## src/rtl/trdb_pkg.sv

```systemverilog
// rtl/trdb_pkg.sv - shared trace debugger constants and timer packet layout
package trdb_pkg;

  localparam logic [3:0]  MSGT_TIMER        = 4'h3;
  localparam logic [1:0]  TRDB_FORMAT_TIMER = 2'b11;
  localparam int unsigned TIMER_HDR_BITS    = 13;
  localparam int unsigned MAX_TIMER_WIDTH   = 114;

  // Timestamp sits above the header; narrower timers are zero-extended into it.
  typedef struct packed {
    logic [MAX_TIMER_WIDTH-1:0] timestamp;
    logic [3:0]                 msgtype;
    logic [1:0]                 format;
    logic [6:0]                 length;
  } trdb_timer_pkt_t;

  function automatic int unsigned timer_pkt_bits(int unsigned timer_width);
    return timer_width + TIMER_HDR_BITS;
  endfunction

  function automatic int unsigned timer_pkt_nbeats(int unsigned timer_width,
                                                   int unsigned bus_width);
    return (timer_pkt_bits(timer_width) + bus_width - 1) / bus_width;
  endfunction

endpackage

```

## src/rtl/trdb_timer_packetizer.sv

```systemverilog
// rtl/trdb_timer_packetizer.sv - grants timer requests and streams timer trace packets
module trdb_timer_packetizer
  import trdb_pkg::*;
#(
  parameter int unsigned TIMER_WIDTH = 40,
  parameter int unsigned BUS_WIDTH   = 32
) (
  input  logic                   clk_i,
  input  logic                   rst_i,
  input  logic                   enable_i,
  input  logic                   flush_i,
  input  logic                   tu_valid_i,
  output logic                   tu_grant_o,
  input  logic [TIMER_WIDTH-1:0] trdb_time_i,
  output logic [BUS_WIDTH-1:0]   packet_o,
  output logic                   packet_valid_o,
  output logic                   packet_last_o,
  input  logic                   packet_ready_i,
  output logic                   dropped_o
);

  localparam int unsigned PKT_BITS = timer_pkt_bits(TIMER_WIDTH);
  localparam int unsigned NBEATS   = timer_pkt_nbeats(TIMER_WIDTH, BUS_WIDTH);
  localparam int unsigned PAD_BITS = NBEATS * BUS_WIDTH;
  localparam int unsigned CNT_W    = (NBEATS > 1) ? $clog2(NBEATS) : 1;

  typedef enum logic {
    IDLE,
    SEND
  } state_e;

  state_e                           state_q;
  logic [TIMER_WIDTH-1:0]           time_q;
  logic [CNT_W-1:0]                 cnt_q;
  trdb_timer_pkt_t                  pkt;
  logic [NBEATS-1:0][BUS_WIDTH-1:0] beats;
  logic                             grant;
  logic                             is_last;

  always_comb begin
    pkt           = '0;
    pkt.length    = 7'(TIMER_WIDTH + 6);
    pkt.format    = TRDB_FORMAT_TIMER;
    pkt.msgtype   = MSGT_TIMER;
    pkt.timestamp = MAX_TIMER_WIDTH'(time_q);
  end

  // Casting to the beat-aligned width pads or trims above PKT_BITS with zeros.
  assign beats   = PAD_BITS'(pkt);
  assign is_last = (cnt_q == CNT_W'(NBEATS - 1));

  assign grant          = (state_q == IDLE) & tu_valid_i & ~flush_i & ~rst_i;
  assign tu_grant_o     = grant;
  assign dropped_o      = grant & ~enable_i;
  assign packet_valid_o = (state_q == SEND);
  assign packet_last_o  = packet_valid_o & is_last;
  assign packet_o       = packet_valid_o ? beats[cnt_q] : '0;

  always_ff @(posedge clk_i or posedge rst_i) begin
    if (rst_i) begin
      state_q <= IDLE;
      time_q  <= '0;
      cnt_q   <= '0;
    end else begin
      case (state_q)
        IDLE: begin
          if (grant) begin
            time_q <= trdb_time_i;
            cnt_q  <= '0;
            if (enable_i) state_q <= SEND;
          end
        end
        SEND: begin
          // A beat accepted alongside flush still counts; nothing follows it.
          if (flush_i) begin
            state_q <= IDLE;
          end else if (packet_ready_i) begin
            if (is_last) state_q <= IDLE;
            else         cnt_q   <= cnt_q + CNT_W'(1);
          end
        end
        default: state_q <= IDLE;
      endcase
    end
  end

endmodule

```

## config.mk

```make
export PLATFORM = sky130hd
export DESIGN_NAME = trdb_timer_packetizer
export DESIGN_NICKNAME = d
export VERILOG_FILES = /design/src/rtl/trdb_pkg.sv /design/src/rtl/trdb_timer_packetizer.sv
export SDC_FILE = /design/constraint.sdc
export NUM_CORES = 1
export LEC_CHECK = 0
export ABC_CLOCK_PERIOD_IN_PS = 2900
export CORE_ASPECT_RATIO = 1.5
export CORE_UTILIZATION = 46
export DETAILED_ROUTE_END_ITERATION = 7
export PLACE_DENSITY = 0.82
export SLEW_MARGIN = 20
export SYNTH_ARGS = -nofsm -noshare
export SYNTH_HDL_FRONTEND = slang
export SYNTH_SLANG_ARGS = --single-unit
export TNS_END_PERCENT = 5
```

## constraint.sdc

```tcl
create_clock -name clk_i -period 2.9 [get_ports clk_i]
set_input_delay 0.29 -clock clk_i [delete_from_list [all_inputs] [get_ports clk_i]]
set_output_delay 0.29 -clock clk_i [all_outputs]
set_load 0.01 [all_outputs]
```

=== After elaboration in Yosys (flattened, before gate mapping) ===
Cells that the tools add are included.

* Bits of input ports: 46
* Register bits after elaboration: 42

* Reductions and logical operators: 2
* Equal/unequal tests: 3
* Bitwise logic cells: 9
* $lt $le $gt $ge: 1
* Muxes and demuxes: 14
* Add/subtract/negate cells: 1

{| class="wikitable"
|+ Operators by type and width
! operator !! count
|-
| 32-bit two-way mux || 3
|-
| 1-bit two-way mux || 9
|-
| 2-bit inequality test (second input constant) || 3
|-
| 1-bit AND || 5
|-
| 1-bit inverter || 4
|-
| 1-bit one-hot mux with 2 select lines || 2
|-
| 3-bit AND reduction || 1
|-
| 1-bit by 2-bit less-than comparator with 1-bit output (second input constant) || 1
|-
| 2-bit AND reduction || 1
|-
| 1-bit adder (second input constant) || 1
|}

=== Longest topological paths before layout ===
Gate-level depths: netlist of the first run.

* Depth after elaboration: 6
* Depth in mapped cells: 4
* Depth with buffers taken out: 2

=== Worst setup path after synthesis of the first run ===
No wires, ideal clock.

* Kind: reg-to-output
* From: register state_q, in the netlist packet_valid_o
* To: output dropped_o
* Required time: 2.610 ns
* Arrival: 1.497 ns
* Cell stages (with the launch flop): 5
* Path buffers: 2
* Path slack: 1.113 ns
* Cells stage by stage: dfrtp_1 -> buf_6 -> nor4b_4 -> buf_6 -> nor2b_1

* Longest elaborated chain between the ends: 5

{| class="wikitable"
|+ RTL lines
! element !! RTL line !! text
|-
| start: declaration || trdb_timer_packetizer.sv:32 || <nowiki>state_e state_q;</nowiki>
|-
| start signal: assignment || trdb_timer_packetizer.sv:61 || <nowiki>state_q <= IDLE;</nowiki>
|-
| start signal: assignment || trdb_timer_packetizer.sv:70 || <nowiki>if (enable_i) state_q <= SEND;</nowiki>
|-
| start signal: assignment || trdb_timer_packetizer.sv:76 || <nowiki>state_q <= IDLE;</nowiki>
|-
| 1-bit inverter || - ||
|-
| 1-bit AND (3 in a row) || trdb_timer_packetizer.sv:52 || <nowiki>assign grant = (state_q == IDLE) & tu_valid_i & ~flush_i & ~rst_i;</nowiki>
|-
| via tu_grant_o || trdb_timer_packetizer.sv:13 || <nowiki>output logic tu_grant_o,</nowiki>
|-
| 1-bit AND || trdb_timer_packetizer.sv:54 || <nowiki>assign dropped_o = grant & ~enable_i;</nowiki>
|-
| end: declaration || trdb_timer_packetizer.sv:19 || <nowiki>output logic dropped_o</nowiki>
|}

The timed path passes the listed nets, and every way through them passes these cells.

=== Final worst setup path of the first run ===
* From: register state_q, in the netlist packet_valid_o
* To: output packet_o[29]

* Longest elaborated chain between the ends: 1

{| class="wikitable"
|+ RTL lines
! element !! RTL line !! text
|-
| 32-bit two-way mux || trdb_timer_packetizer.sv:57 || <nowiki>assign packet_o = packet_valid_o ? beats[cnt_q] : '0;</nowiki>
|-
| end: declaration || trdb_timer_packetizer.sv:15 || <nowiki>output logic [BUS_WIDTH-1:0] packet_o,</nowiki>
|}

Every way passes these cells.

==> results of run 1 <==
==> through the flow <==
stage               worst slack, ps  std cells  total power, µW
finish                          446        271             1520
global route                    200        271             1600
detailed placement              682        263             1140
CTS                             364        271             1540
floorplan                      1110        143              983
global placement                716        263             1120
==> cell families (layout without fill, tap and decap cells) <==
family | count (synthesis) | after routing | share of synthesized area [%]
compound gates | 10 | 10 | 3.78
buf+inv | 13 | 96 | 4.47
flops | 42 | 42 | 52.9
mux | 48 | 48 | 28.6
simple gates | 30 | 30 | 10.3
==> metal layers <==
metal / routed length (µm) / up-vias / share of wire (%) / global-route usage (%)
met5: 0 / - / 0 / 0
li1: - / 650 / - / -
met3: 239 / 9 / 5.4 / 5.61
met1: 1770 / 689 / 40 / 22.9
met2: 2360 / 45 / 53 / 38.3
met4: 88 / 0 / 2.0 / 8.75
==> report_power, final <==
group | switching, µW | internal (µW) | total, µW | leakage [µW]
registers | 62.4 | 704 | 767 | 0.000501
clock network | 200 | 191 | 391 | 0.0000472
logic | 125 | 235 | 360 | 0.000661
==> cell type report <==
type | count | share of cell area (%)
multi-input combinational | 88 | 29.2
tap | 45 | 1.94
sequential | 42 | 36.2
clock inverter | 2 | 0.431
clock buffer | 6 | 2.85
inverter | 3 | 0.388
timing repair buffer | 85 | 29.0
==> cells in the final DEF, fill, tap and decap left out, drive strengths merged, types with 4 or more instances in the layout <==
cell / n
dfrtp: 42
mux2: 40
clkdlybuf4s50: 81
and3: 5
clkbuf: 6
and2: 12
buf: 4
nor2b: 10
mux2i: 8
o21a: 8
==> synthesized netlist by cell type <==
library cell,number
mux2_4,10
nor2b_1,10
dfrtp_1,42
mux2_2,30
clkinv_1,1
nor4b_4,1
buf_6,5
nand2_1,1
nand3b_1,1
clkbuf_1,3
and2_1,12
a21oi_1,1
buf_2,2
a32o_1,1
inv_1,2
mux2i_1,8
and3_1,5
o21a_1,8
==> sequential cells by signal, summed over array words and instances (netlist names) <==
register	cells
time_q	40
cnt_q	1
packet_valid_o	1
==> critical path, cell delays in order (launching register included) <==
cell	delay, ps
dfrtp_1	570
nor2b_1	540
and2_1	220
clkdlybuf4s50_1	550
==> path summary, 6_finish.rpt <==
kind	startpoint	endpoint	slack (ps)	depth (start not counted)
setup / recovery	packet_valid_o$_DFF_PP0_	packet_o[29]	450	3
hold / removal	time_q[18]$_DFFE_PP0P_	time_q[18]$_DFFE_PP0P_	500	1
setup reg to reg	packet_valid_o$_DFF_PP0_	time_q[39]$_DFFE_PP0P_	910	3
hold reg to reg	time_q[18]$_DFFE_PP0P_	time_q[18]$_DFFE_PP0P_	500	1
max in group asynchronous	rst_i	time_q[13]$_DFFE_PP0P_	2020	3
min in group asynchronous	rst_i	time_q[18]$_DFFE_PP0P_	520	3
==> flow_metrics.env, run 1 <==
export IMPL_hold_viol=0
export IMPL_buffer_ports_inserted=81
export IMPL_ys_top_cells_by_area="dfrtp_1 53%, mux2_2 17%, mux2_4 7.6%, mux2i_1 4.0%, and2_1 3.8%"
export IMPL_post_synth_top_area_fraction_pct=52.9
export IMPL_die_area_um2=4590
export IMPL_layout_worst_path_cycle_share_pct=84.6
export IMPL_synth_seq_area_share_pct=52.9
export IMPL_layout_min_cycle_time_ps=2450
export IMPL_number_of_global_route_vias_before_repair=1562
export IMPL_final_nets=271
export IMPL_detail_route_antenna_nets=0
export IMPL_area_inside_the_core_boundary_um2=4030
export IMPL_syn_to_final_growth_pct=46.0
export IMPL_antenna_violations_before_repair=0
export IMPL_die_h_um=82.5
export IMPL_worst_endpoint_required_ps=2610
export IMPL_drt_initial_drc_count=16
export IMPL_worst_ep_arrival_time_ps=2160
export IMPL_worst_pin_slew_ps=580
export IMPL_setup_worst_path_end_class="primary output"
export IMPL_final_fill_count=286
export IMPL_initial_util_pct=49.3
export IMPL_drv_slew=0
export IMPL_drtPass1Iterations=2
export IMPL_cts_tree="yes"
export IMPL_clock_sinks=42
export IMPL_yosysUniqueCellTypes=18
export IMPL_worst_skew_pair_late_latency_ps=300
export IMPL_yosys_warnings=0
export IMPL_setup_viol_count_final=0
export IMPL_routed_wirelength_mm=4.45
export IMPL_timing_setup_tns_ps=0
export IMPL_number_of_instances_resized_during_post_cts_repair=0
export IMPL_finish_instance_area_um2=2900
export IMPL_max_freq_ghz=0.408
export IMPL_multi_input_area_um2=847
export IMPL_routabilityCongestion=0.742
export IMPL_power_density_cell_area_nw_per_um2=523
export IMPL_clock_root_buffer="clkbuf_8"
export IMPL_die_width_um=55.7
export IMPL_relSlewSlack_pct=61.3
export IMPL_hold_ws_ps=504
export IMPL_cts_hold_buf=0
export IMPL_drt_drc_violations_left=0
export IMPL_clock_path_buffers=2
export IMPL_fin_worst_skew_ps=7.82
export IMPL_global_route_usage_total_pct=20.9
export IMPL_setup_repair_after_global_routing_missed_its_margin="no"
export IMPL_post_route_util_pct=72.0
export IMPL_routed_via_count=1393
export IMPL_wire_per_inst_um=16.4
export IMPL_ir_drop_uv=471
export IMPL_detail_route_vias_per_cell=5.14
export IMPL_grt_start_max_net_pins=43
export IMPL_timing_critical_path_from_type="flip-flop"
export IMPL_synth_net_count=189
export IMPL_synth_cells=143
export IMPL_cts_bufs_inserted=5
export IMPL_critical_path_max_fanout=13
export IMPL_postSynthAreaPerCell_um2=13.9
export IMPL_leakage_uw=0.00121
export IMPL_worst_min_delay_path_category="reg -> reg"
export IMPL_clock_tree_htree_level_count=2
export IMPL_grt_ovfl_total=0
export IMPL_rows=28
export IMPL_grt_first_pass_wirelength_mm=7.30
export IMPL_post_cts_setup_buffer_count=0
export IMPL_max_cap_violations=0
export IMPL_final_seq_area_um2=1050
export IMPL_clkSlewWorstSetupHoldPaths_ps=80
export IMPL_post_route_cells_drive_above_1_share_pct=23.5
export IMPL_count_of_inserted_antenna_diode_cells=0
export IMPL_synth_seq_cells=42
export IMPL_placed_area_um2=2810
export IMPL_criticalPathCategory="reg -> out"
export IMPL_dp_hpwl_mm=3.22
export IMPL_io_pin_count=82
export IMPL_run_status="finished, final reports clean"
export IMPL_synth_top_area_cell="dfrtp_1"
export IMPL_post_synth_instance_area_um2=1990
Power figures use the tool's default switching activity.
==> run 2, diff against run 1 <==
--- a/config.mk
+++ b/config.mk
@@ -5,11 +5,11 @@
 export SDC_FILE = /design/constraint.sdc
 export NUM_CORES = 1
 export LEC_CHECK = 0
-export ABC_CLOCK_PERIOD_IN_PS = 2900
+export ABC_CLOCK_PERIOD_IN_PS = 2500
 export CORE_ASPECT_RATIO = 1.5
-export CORE_UTILIZATION = 46
+export CORE_UTILIZATION = 43
 export DETAILED_ROUTE_END_ITERATION = 7
-export PLACE_DENSITY = 0.82
+export PLACE_DENSITY = 0.77
 export SLEW_MARGIN = 20
 export SYNTH_ARGS = -nofsm -noshare
 export SYNTH_HDL_FRONTEND = slang
==> constraint.sdc (replaced) <==
create_clock -name clk_i -period 2.5 [get_ports clk_i]
set_input_delay 0.25 -clock clk_i [delete_from_list [all_inputs] [get_ports clk_i]]
set_output_delay 0.25 -clock clk_i [all_outputs]
set_load 0.01 [all_outputs]
==> run 2 against run 1 <==
The run now ends with DRC left. Routed wire length is 0.38% lower. Core utilization fell by 4.6 points. Sequential power increased by 17%. Register-to-register slack worse by 350 ps. Power rose by 16%. Combinational power increased by 15%. First-iteration DRC count grew 88%.
==> flow_metrics.env, run 2 (same netlist as run 1, synthesis figures left out) <==
export IMPL_io_pin_count=82
export IMPL_routed_wirelength_mm=4.44
export IMPL_post_route_cells_drive_above_1_share_pct=23.8
export IMPL_final_seq_area_um2=1050
export IMPL_criticalPathCategory="reg -> out"
export IMPL_slack_of_the_worst_reg_to_reg_path_ps=560
export IMPL_critical_path_n_buffers_inverters=1
export IMPL_final_nets=272
export IMPL_layout_min_cycle_time_ps=2250
export IMPL_ir_drop_uv=436
export IMPL_placed_cell_count=265
export IMPL_cts_bufs_inserted=5
export IMPL_final_common_cell="clkdlybuf4s50_1"
export IMPL_grt_first_pass_wirelength_mm=7.43
export IMPL_die_h_um=85.3
export IMPL_critical_path_top_delay_family="simple AND/OR/NAND/NOR gates"
export IMPL_worst_endpoint_required_ps=2250
export IMPL_area_inside_the_core_boundary_um2=4320
export IMPL_detail_route_antenna_nets=0
export IMPL_max_reg_flops=40
export IMPL_initial_util_pct=46.0
export IMPL_rows=29
export IMPL_fin_worst_skew_ps=1.35
export IMPL_max_freq_ghz=0.444
export IMPL_final_fill_count=362
export IMPL_routed_via_count=1361
export IMPL_worst_pin_slew_ps=937
export IMPL_syn_to_final_growth_pct=46.4
export IMPL_crit_path_top_delay_cell="dfrtp_1"
export IMPL_die_width_um=57.5
export IMPL_grt_start_max_net_pins=43
export IMPL_layout_worst_path_cycle_share_pct=90.0
export IMPL_r2r_start="packet_valid_o$_DFF_PP0_"
export IMPL_worst_skew_pair_late_latency_ps=290
export IMPL_run_status="complete, but fails checks"
export IMPL_setup_viol_count_final=0
export IMPL_report_power_total_uw=1760
export IMPL_timing_setup_tns_ps=0
export IMPL_antenna_violations_before_repair=0
export IMPL_reg2reg_to="time_q[35]$_DFFE_PP0P_"
export IMPL_cts_hold_buf=0
export IMPL_drtPass1Iterations=6
export IMPL_leakage_uw=0.00121
export IMPL_clock_sinks=42
export IMPL_detail_route_vias_per_cell=4.99
export IMPL_layout_common_cells="81 x clkdlybuf4s50_1, 42 x dfrtp_1, 30 x mux2_2"
export IMPL_buffer_ports_inserted=81
export IMPL_grt_ovfl_total=0
export IMPL_timing_reg2reg_worst_path_depth=3
export IMPL_hold_viol=0
export IMPL_worst_ep_arrival_time_ps=2000
export IMPL_clock_path_buffers=2
export IMPL_routabilityCongestion=0.734
export IMPL_critical_path_max_fanout=13
export IMPL_clock_tree_htree_level_count=2
export IMPL_count_of_inserted_antenna_diode_cells=0
export IMPL_relSlewSlack_pct=37.2
export IMPL_crit_path_cell_trace="nor2b_2 > and2_1 > clkdlybuf4s50_1"
export IMPL_post_cts_setup_buffer_count=0
export IMPL_number_of_global_route_vias_before_repair=1592
export IMPL_clock_root_buffer="clkbuf_8"
export IMPL_wire_per_inst_um=16.3
export IMPL_worst_min_delay_path_category="in -> async"
export IMPL_global_route_usage_total_pct=20.1
export IMPL_post_layout_nonfiller_instances=273
export IMPL_max_cap_violations=0
export IMPL_power_density_cell_area_nw_per_um2=605
export IMPL_multi_input_area_um2=850
export IMPL_registers_top_by_ff_count="time_q"
export IMPL_drt_drc_violations_left=7
export IMPL_cp_slowest_stage_delay_ps=570
export IMPL_drt_initial_drc_count=30
export IMPL_setup_worst_path_end_class="primary output"
export IMPL_setup_repair_after_global_routing_missed_its_margin="no"
export IMPL_dp_hpwl_mm=3.29
export IMPL_violations="DRC"
export IMPL_timing_critical_path_from_type="flip-flop"
export IMPL_die_area_um2=4900
export IMPL_cts_tree="yes"
export IMPL_clkSlewWorstSetupHoldPaths_ps=80
export IMPL_drv_slew=0
export IMPL_hold_ws_ps=453
==> run 2: repair_timing <==
| item | CTS | global route |
|---|---|---|
| resized for setup | 1 | 0 |
| endpoints found under the hold margin | 0 | 0 |
| setup endpoints to repair | 11 | 0 |
==> run 2: area by class of cell <==
cell class	instances	area share (%)
clock buffers	7	2.97
flip-flops and latches	42	36.1
well taps	46	1.98
inverters	3	0.387
clock inverters	1	0.172
multi-input cells	88	29.2
repair buffers	86	29.2
==> run 2: metrics by stage <==
step / setup WS, ps / cell area, µm² / utilization [%]
after detailed placement: 309 / 2820 / 65.2
after floorplan: 753 / 1990 / -
after CTS: 147 / 2910 / 67.4
after global placement: 410 / 2820 / 65.2
final: 250 / 2910 / 67.4
after global routing: 29.3 / 2910 / 67.4
==> run 2: metal layers <==
layer / GRT usage [%] / vias up / wire length [µm] / part of all wire, %
met5: 0 / - / 0 / 0
met4: 7.32 / 0 / 63 / 1.4
met3: 4.27 / 6 / 289 / 6.5
met2: 35.7 / 62 / 2290 / 52
met1: 23.2 / 640 / 1800 / 41
li1: - / 653 / - / -
==> run 2: worst reg2reg max path, cell delays in order, from the launching register on <==
cell,delay (ps)
dfrtp_1,520
nor4b_4,360
buf_4,530
mux2_2,420
==> run 2: how the worst max path moves through the flow <==
stage / startpoint / to / slack [ps] / cells after the start
after floorplan: packet_valid_o$_DFF_PP0_ / dropped_o / 750 / 4
after detailed placement: packet_valid_o$_DFF_PP0_ / packet_o[27] / 310 / 3
after global routing: packet_valid_o$_DFF_PP0_ / packet_o[24] / 30 / 3
after CTS: packet_valid_o$_DFF_PP0_ / packet_o[27] / 150 / 3
final: packet_valid_o$_DFF_PP0_ / packet_o[29] / 250 / 3
after global placement: packet_valid_o$_DFF_PP0_ / packet_o[21] / 410 / 3
==> run 2: power breakdown <==
group          internal (µW)  leakage [µW]  switching [µW]
sequential               817      0.000501            80.9
clock                    223     0.0000482             224
combinational            274      0.000663             141
==> run 3, diff against run 2 <==
--- a/config.mk
+++ b/config.mk
@@ -6,10 +6,12 @@
 export NUM_CORES = 1
 export LEC_CHECK = 0
 export ABC_CLOCK_PERIOD_IN_PS = 2500
+export CELL_PAD_IN_SITES_DETAIL_PLACEMENT = 1
+export CELL_PAD_IN_SITES_GLOBAL_PLACEMENT = 2
 export CORE_ASPECT_RATIO = 1.5
-export CORE_UTILIZATION = 43
+export CORE_UTILIZATION = 27
 export DETAILED_ROUTE_END_ITERATION = 7
-export PLACE_DENSITY = 0.77
+export PLACE_DENSITY = 0.76
 export SLEW_MARGIN = 20
 export SYNTH_ARGS = -nofsm -noshare
 export SYNTH_HDL_FRONTEND = slang
==> run 3 against run 2 <==
Clock skew rose by 5.5 ps. Sequential share of layout area fell by 0.92 points. Non-clock buffer count rose by 2. Critical path depth did not move. Global-route usage fell by 6.7 points. Largest cell class unchanged. Core utilization fell by 25 points. The run now ends clean. Largest power group unchanged. Count of clock-buffer cells in the layout did not move. Power fell by 0.42%. Via count rose by 5.7%.
==> flow_metrics.env, run 3 (same netlist as run 1, synthesis figures left out) <==
export IMPL_run_status="finished, final reports clean"
export IMPL_critical_path_n_buffers_inverters=2
export IMPL_detail_route_antenna_nets=0
export IMPL_clkSlewWorstSetupHoldPaths_ps=80
export IMPL_layout_min_cycle_time_ps=2220
export IMPL_io_pin_count=82
export IMPL_dp_hpwl_mm=3.64
export IMPL_critical_path_top_delay_family="buffers and inverters"
export IMPL_criticalPathCategory="reg -> out"
export IMPL_worst_pin_slew_ps=395
export IMPL_timing_reg2reg_worst_path_depth=3
export IMPL_drt_drc_violations_left=0
export IMPL_initial_util_pct=28.4
export IMPL_hold_viol=0
export IMPL_detail_route_vias_per_cell=4.41
export IMPL_die_area_um2=7710
export IMPL_grt_start_max_net_pins=24
export IMPL_setup_worst_path_end_class="primary output"
export IMPL_registers_top_by_ff_count="time_q"
export IMPL_grt_first_pass_wirelength_mm=7.69
export IMPL_global_route_usage_total_pct=13.4
export IMPL_rows=37
export IMPL_syn_to_final_growth_pct=50.3
export IMPL_setup_viol_count_final=0
export IMPL_final_nets=274
export IMPL_slack_of_the_worst_reg_to_reg_path_ps=810
export IMPL_post_layout_nonfiller_instances=326
export IMPL_max_reg_flops=40
export IMPL_max_cap_violations=0
export IMPL_ir_drop_uv=286
export IMPL_placed_cell_count=318
export IMPL_layout_common_cells="81 x clkdlybuf4s50_1, 42 x dfrtp_1, 30 x mux2_2"
export IMPL_power_density_cell_area_nw_per_um2=587
export IMPL_critical_path_max_fanout=10
export IMPL_buffer_ports_inserted=81
export IMPL_die_width_um=72.0
export IMPL_cp_slowest_stage_delay_ps=580
export IMPL_drtPass1Iterations=4
export IMPL_cts_tree="yes"
export IMPL_die_h_um=107
export IMPL_worst_min_delay_path_category="in -> async"
export IMPL_wire_per_inst_um=14.9
export IMPL_crit_path_top_delay_cell="dfrtp_1"
export IMPL_layout_worst_path_cycle_share_pct=88.8
export IMPL_place_ws_ps=470
export IMPL_r2r_start="packet_valid_o$_DFF_PP0_"
export IMPL_setup_repair_after_global_routing_missed_its_margin="no"
export IMPL_final_common_cell="clkdlybuf4s50_1"
export IMPL_routed_via_count=1438
export IMPL_max_freq_ghz=0.450
export IMPL_grt_ovfl_total=0
export IMPL_clock_sinks=42
export IMPL_post_cts_setup_buffer_count=0
export IMPL_fin_worst_skew_ps=6.90
export IMPL_clock_tree_htree_level_count=2
export IMPL_cts_bufs_inserted=5
export IMPL_clock_path_buffers=2
export IMPL_reg2reg_to="time_q[24]$_DFFE_PP0P_"
export IMPL_worst_endpoint_required_ps=2250
export IMPL_clock_root_buffer="clkbuf_8"
export IMPL_post_route_cells_drive_above_1_share_pct=24.5
export IMPL_cts_hold_buf=0
export IMPL_number_of_instances_resized_during_post_cts_repair=0
export IMPL_routabilityCongestion=0.690
export IMPL_worst_ep_arrival_time_ps=1970
export IMPL_leakage_uw=0.00122
export IMPL_worst_skew_pair_late_latency_ps=290
export IMPL_crit_path_cell_trace="clkinv_1 > o21a_1 > clkdlybuf4s50_1"
export IMPL_routed_wirelength_mm=4.86
export IMPL_relSlewSlack_pct=73.7
export IMPL_count_of_inserted_antenna_diode_cells=0
export IMPL_drt_initial_drc_count=38
export IMPL_worst_case_setup_margin_in_the_final_layout_ps=279
export IMPL_report_power_total_uw=1750
export IMPL_drv_slew=0
export IMPL_timing_critical_path_from_type="flip-flop"
export IMPL_area_inside_the_core_boundary_um2=6990
export IMPL_number_of_global_route_vias_before_repair=1517
export IMPL_antenna_violations_before_repair=0
export IMPL_timing_setup_tns_ps=0
==> run 3: cell types whose count changed in the layout (fill, tap and decap cells not counted), sizes merged <==
| cell | before | now |
|---|---|---|
| buf | 5 | 7 |
| inv | 1 | 2 |
| clkinv | 3 | 2 |
==> run 3: routing by layer <==
metal	up-vias	GRT usage [%]	part of all wire, %
met1	733	14.9	38
met4	0	5.04	1.7
met5	-	0	0
li1	658	-	-
met3	5	2.73	4.2
met2	42	24.5	56
==> run 3: worst max-delay path by stage <==
| stage | startpoint | end | slack [ps] | cells after the start |
|---|---|---|---|---|
| global route | cnt_q$_DFFE_PP0P_ | packet_o[8] | 120 | 3 |
| floorplan | packet_valid_o$_DFF_PP0_ | dropped_o | 750 | 4 |
| CTS | cnt_q$_DFFE_PP0P_ | packet_o[8] | 240 | 3 |
| global placement | flush_i | dropped_o | 490 | 4 |
| detailed placement | flush_i | dropped_o | 470 | 4 |
| finish | cnt_q$_DFFE_PP0P_ | packet_o[2] | 280 | 3 |
==> run 3: power breakdown <==
group | internal, µW | switching [µW] | total [µW]
Sequential | 817 | 78.0 | 895
Combinational | 276 | 137 | 413
Clock | 223 | 222 | 445
Total | 1320 | 437 | 1750
==> run 3: area by class of cell <==
type | instances | area, µm²
fillers | 747 | 4010
flip-flops and latches | 42 | 1050
repair buffers | 88 | 863
multi-input cells | 88 | 847
well taps | 97 | 121
clock buffers | 7 | 86.3
inverters | 3 | 11.3
clock inverters | 1 | 5.00
==> run 3: per-stage QoR <==
| stage | cell area, µm² | hold slack [ps] | utilization, % |
|---|---|---|---|
| after floorplan | 1990 | 383 | - |
| after global placement | 2890 | 481 | 41.4 |
| final | 2990 | 297 | 42.7 |
| after detailed placement | 2890 | 486 | 41.4 |
| after CTS | 2990 | 298 | 42.7 |
| after global routing | 2990 | 337 | 42.7 |
==> run 3: worst reg2reg max path, stage by stage, from the launching register on <==
cell and delay, ps:
dfrtp_1 470, nor4b_4 370, buf_4 360, mux2_2 390
